`config.mk`:
```
export PLATFORM = sky130hd
export DESIGN_NAME = wave_counter
export DESIGN_NICKNAME = d
export VERILOG_FILES = /design/src/rtl/wave_pkg.sv /design/src/rtl/wave_counter.sv
export SDC_FILE = /design/constraint.sdc
export NUM_CORES = 1
export LEC_CHECK = 0
export ABC_AREA = 1
export CORE_MARGIN = 2
export CORE_UTILIZATION = 43
export DETAILED_ROUTE_END_ITERATION = 10
export GPL_TIMING_DRIVEN = 0
export PLACE_DENSITY = 0.67
export SLEW_MARGIN = 40
export SYNTH_ARGS = -nofsm -noshare
export SYNTH_HDL_FRONTEND = slang
export SYNTH_SLANG_ARGS = --single-unit
```
`constraint.sdc`:
```
create_clock -name clk_i -period 1.5 [get_ports clk_i]
set_input_delay 0.3 -clock clk_i [delete_from_list [all_inputs] [get_ports clk_i]]
set_output_delay 0.3 -clock clk_i [all_outputs]
set_load 0.03 [all_outputs]
```
`src/rtl/wave_pkg.sv`:
```
// Shared definitions for the wavetable address generators.
// Keeps address-bus sizing identical across counter and wave blocks.
package wave_pkg;

    typedef enum logic [1:0] {
        WAVE_HOLD = 2'd0,
        WAVE_UP   = 2'd1,
        WAVE_DOWN = 2'd2
    } wave_op_e;

    function automatic int wave_count_width(input int max_val);
        int w;
        w = $clog2(max_val + 1);
        return (w < 1) ? 1 : w;
    endfunction

    // Opposing requests cancel, so both-high decodes to hold.
    function automatic wave_op_e wave_op(input logic up, input logic dn);
        wave_op_e op;
        op = WAVE_HOLD;
        unique case (1'b1)
            (up && !dn): op = WAVE_UP;
            (!up && dn): op = WAVE_DOWN;
            default:     op = WAVE_HOLD;
        endcase
        return op;
    endfunction

endpackage

```
`src/rtl/wave_counter.sv`:
```
// Modulo up/down counter producing a wrapping wavetable address.
// Counts 0..max_val_p inclusive; output comes straight from the register.
module wave_counter
    import wave_pkg::*;
#(
    parameter int max_val_p = 99,
    localparam int width_lp = wave_count_width(max_val_p)
) (
    input  logic                clk_i,
    input  logic                reset_i,
    input  logic                up_i,
    input  logic                down_i,
    output logic [width_lp-1:0] count_o
);

    if (max_val_p < 1) begin : g_bad_max
        $error("wave_counter: max_val_p must be >= 1");
    end

    localparam logic [width_lp-1:0] max_lp = width_lp'(max_val_p);
    localparam logic [width_lp-1:0] one_lp = width_lp'(1);

    logic [width_lp-1:0] cnt_q;
    logic [width_lp-1:0] cnt_d;
    wave_op_e            op;
    logic                at_max;
    logic                at_zero;

    assign op      = wave_op(up_i, down_i);
    assign at_max  = (cnt_q == max_lp);
    assign at_zero = (cnt_q == '0);

    // Wrap targets are picked before the add, so no carry ever leaks out.
    always_comb begin
        cnt_d = cnt_q;
        unique case (op)
            WAVE_UP:   cnt_d = at_max ? '0 : cnt_q + one_lp;
            WAVE_DOWN: cnt_d = at_zero ? max_lp : cnt_q - one_lp;
            default:   cnt_d = cnt_q;
        endcase
    end

    always_ff @(posedge clk_i) begin
        if (!reset_i) begin
            cnt_q <= '0;
        end else begin
            cnt_q <= cnt_d;
        end
    end

    assign count_o = cnt_q;

endmodule

```
# Word level (Yosys, flattened, before mapping)
# Index checks and enable logic that the tools add are counted.
dict set report totals {
  out_inout_bits 7
  reg_bits 7
}
dict set report classes {
  n_eq_ne 3
  mux 4
  add_sub_neg 2
  reduce_logical 6
}
# cell n
set ops {}
lappend ops {{$mux 7} 2}
lappend ops {{$pmux 7 s2} 1}
lappend ops {{$add 7x1->7 const B} 1}
lappend ops {{$eq 7x7->1 const B} 1}
lappend ops {{$logic_not 7->1} 1}
lappend ops {{$sub 7x1->7 const B} 1}
lappend ops {{$pmux 2 s2} 1}
lappend ops {{$eq 2x1->1 const B} 1}
lappend ops {{$eq 2x2->1 const B} 1}
lappend ops {{$logic_and 1x1->1} 2}
lappend ops {{$logic_not 1->1} 2}
lappend ops {{$reduce_bool 2->1} 1}

# Longest topological paths before layout
# Gate-level depths: netlist of the first run.
dict set report logic_depth {
  depth_word 5
  ltp_mapped 9
  mapped_depth_nobuf 9
}

# Least setup slack after synthesis of the first run
# OpenSTA, ideal clock, no wires.
dict set report synth_timing {
  path_kind {reg2reg}
  from {reg cnt_q[1] (netlist: count_o[1])}
  to {reg cnt_q[3] (netlist: count_o[3])}
  path_stages_with_launch 7
  path_slack_ps 5
  synth_period_minus_slack_ps 1495
  arrival_time_ps 1429
  path_buffers 0
  setup_time_ps 66
  path_cell_list {dfxtp_1 inv_1 ha_1 nand4_2 nand2_1 or2_1 a21oi_2}
}
dict set report synth_between {
  elab_chain_len 3
  elab_cells_between_ends 7
}
# item line_no
set synth_rtl {}
lappend synth_rtl {{start: declaration} wave_counter.sv:23} ;# logic [width_lp-1:0] cnt_q;
lappend synth_rtl {{start signal: assignment} wave_counter.sv:47} ;# cnt_q <= cnt_d;
lappend synth_rtl {{$sub 7x1->7 (tied with other cells)} wave_counter.sv:38} ;# WAVE_DOWN: cnt_d = at_zero ? max_lp : cnt_q - one_lp;
lappend synth_rtl {{$mux 7, on equally long branches} {wave_counter.sv:38, wave_counter.sv:37}}
lappend synth_rtl {{$pmux 7 s2 *} wave_counter.sv:36} ;# unique case (op)
# Mark *: on every way between the ends. The rest lies on a longest branch, timed or not.
# A chain may end at the register's enable or synchronous reset.

# Worst setup path in the final report of the first run
dict set report layout_timing {
  from {reg cnt_q[5] (netlist: count_o[5])}
  to {out count_o[5]}
}
# item line_no
set layout_rtl {}
lappend layout_rtl {{end: declaration} wave_counter.sv:13} ;# output logic [width_lp-1:0] count_o
# No word-level cell between the ends.

==> results of run 1 <==
metal layers:
layer / wire (um) / global-route usage [%] / part of all wire, % / up-vias
li1: - / - / - / 353
met1: 691 / 24.4 / 44 / 316
met2: 731 / 29.4 / 47 / 17
met3: 86 / 2.50 / 5.5 / 6
met4: 44 / 10.9 / 2.8 / 0
met5: 0 / 0 / 0 / -
cell usage after synthesis (all sizes together):
library cell,count
nand2,21
inv,16
nor2,14
nand3,13
a21oi,8
dfxtp,7
o21ai,7
xor2,5
ha,4
buf,2
clkbuf,2
nand4,2
or2,1
xnor2,1
per-stage QoR:
stage               hold WS, ns  util (%)  instances
global route              0.670      54.5        131
global placement          0.618      53.4        129
floorplan                 0.438         -        103
finish                    0.591      54.5        131
detailed placement        0.609      53.4        129
CTS                       0.615      54.2        131
logic make-up (layout without fill, tap and decap cells):
group / Yosys count / after routing / synth area share [%]
xor+xnor: 6 / 6 / 7.79
fa+ha+maj: 4 / 4 / 7.42
buf+inv: 20 / 32 / 13.4
flops: 7 / 7 / 20.8
compound gates: 15 / 15 / 11.7
simple gates: 51 / 51 / 39.0
power by group:
part	internal [mW]	switching, mW	total, mW
clock	0.103	0.0870	0.190
sequential	0.210	0.0311	0.241
combinational	0.141	0.226	0.367
area by class of cell:
cell class	count	area (um2)
Buffer	2	22.5
Inverter	16	60.1
Sequential cell	7	141
Timing Repair Buffer	10	92.6
Fill cell	159	677
Clock buffer	4	26.3
Tap cell	16	20.0
Multi-Input combinational cell	76	449
worst register-to-register path: cells and delay by family, from the launching register on:
kind          cells  cell delay (ns)
fa+ha+maj         1             0.23
simple gates      5             0.49
flops             1             0.42
buf+inv           2             0.13
what timing repair did:
item,4_1_cts,5_1_grt
gates resized for setup,8,6
hold buffers,0,0
endpoints found under the setup margin,13,6
how the worst min path moves through the flow:
| stage | startpoint | end | depth (start not counted) |
|---|---|---|---|
| final | count_o[0] | count_o[0] | 2 |
| after global routing | count_o[0] | count_o[0] | 2 |
| after CTS | count_o[0] | count_o[0] | 2 |
| after detailed placement | count_o[0] | count_o[0] | 2 |
| after global placement | count_o[0] | count_o[0] | 2 |
| after floorplan | reset_i | count_o[0] | 2 |
==> impl_metrics.csv, run 1 <==
group,metric,value,unit
status,status,"finished, final reports clean",
global_routing,antenna_found_initial,0,
worst_setup_path,crit_fanout,7,
sta,max_freq,0.684,GHz
synthesis,synth_top_area_share,20.8,%
sta,min_period,1.46,ns
power,power_density,983,nW/um2
flow_run,maxCapViolCount,0,
worst_setup_path,cp-end-kind,"output port",
final_layout,drive_gt1_share,17.4,%
worst_setup_path,critPathKind,"reg2out",
power,p_total,0.798,mW
worst_setup_path,crit_path_max_incr_delay,0.45,ns
worst_setup_path,cp.required,1.20,ns
routing,totalWireLength,1550,um
floorplan,initial_core_util,45.3,%
global_routing,overflow,0,
routing,via_per_inst,5.28,
cts,htreeDepth,1,
power,peakVddDrop,0.524,mV
routing,final_antenna_net_count,0,
final_layout,fin_nets,124,
sta,maxSlewViolCount,0,
floorplan,pin_count,11,
worst_setup_path,crit_end,"count_o[5]",
worst_setup_path,cp_num_buf_inv,1,
worst_setup_path,path_delay_family,"flip-flops",
worst_setup_path,cp-startpoint,"count_o[5]",
sta,fin_crit_sh,97.4,%
worst_setup_path,crit_arrival,1.16,ns
synthesis,synth-seq-area-share,20.8,%
final_layout,antenna_cells,0,
synthesis,syn_area,674,um2
sta,slew_headroom,78.7,%
routing,first_pass_iters,4,
cts,cts_buffers,3,
sta,tightest_slew,0.321,ns
sta,tns,0,ns
routing,route.vias.total,692,
routing,drc,0,
sta,rsz0062_at_grt,"no",
final_layout,final_common_cell,"nand2_1",
cts,clk_pin_slew,0.06,ns
sta,setup_viol,0,
power,leakagePower,0.392,nW
place,post-place-ws,-0.437,ns
floorplan,rows,14,
floorplan,die_x,43.6,um
final_layout,synthToLayoutAreaGrowth,20.4,%
synthesis,syn_inst,103,
worst_setup_path,path_cells,"dlygate4sd2_1",
worst_setup_path,slowest_stage,"dfxtp_1",
cts,clk_latency,0.27,ns
routing,drtIter0Drc,30,
synthesis,synth.area.top_cells,"dfxtp_1 (21%), nand2_1 (11%), nand3_1 (8.2%)",
worst_setup_path,rrSetupSlack,0.13,ns
synthesis,synth_cell_types,23,
floorplan,die_y,43.6,um
sta,fin_skew,0.00811,ns
sta,fin_ws,0.0387,ns
global_routing,grt_pass1_vias,612,
place,place_area,795,um2
synthesis,synth_area_leader_cell,"dfxtp_1",
cts,cts_tree,"done",
floorplan,core_area,1490,um2
sta,hold_violations,0,
place,io_buffer_count,10,
worst_hold_path,hold_class,"reg2reg",
routing,wl_per_cell,11.9,um
worst_setup_path,worst-path-stages,1,
global_routing,grtUsageTotal,18.7,%
floorplan,die_area,1900,um2
global_routing,grt_pass1_wl,2660,um
cts,clockBufferDepth,2,
place,post-dp-hpwl,1210,um
place,place_congestion,0.828,
cts,cts_root_buffer,"clkbuf_4",
worst_setup_path,critPathLaunchType,"register",
cts,cts.sinks,7,
synthesis,synth-seq-cells,7,
worst_setup_path,reg2regPathDepth,8,
worst_setup_path,reg2reg_from,"count_o[0]",
synthesis,avgSynthCellArea,6.55,um2
global_routing,grt_max_degree,9,
final_layout,largest_reg_flops,7,
synthesis,synth_nets,111,
worst_setup_path,r2r-end,"count_o[5]",
synthesis,ys_warn_count,0,
final_layout,final_cell_mix,"nand2_1 (20), inv_1 (13), nand3_1 (11)",
final_layout,final_cell_area,812,um2
cts,cts_setup_buffers,0,
(Power assumes the default switching activity.)
==> run 2, diff against run 1 <==
--- a/config.mk
+++ b/config.mk
@@ -10,6 +10,7 @@
 export CORE_UTILIZATION = 43
 export DETAILED_ROUTE_END_ITERATION = 10
 export GPL_TIMING_DRIVEN = 0
+export HOLD_SLACK_MARGIN = 0.02
 export PLACE_DENSITY = 0.67
 export SLEW_MARGIN = 40
 export SYNTH_ARGS = -nofsm -noshare
==> results of run 2 <==
Final layout, timing and power as in run 1 (identical DEF).
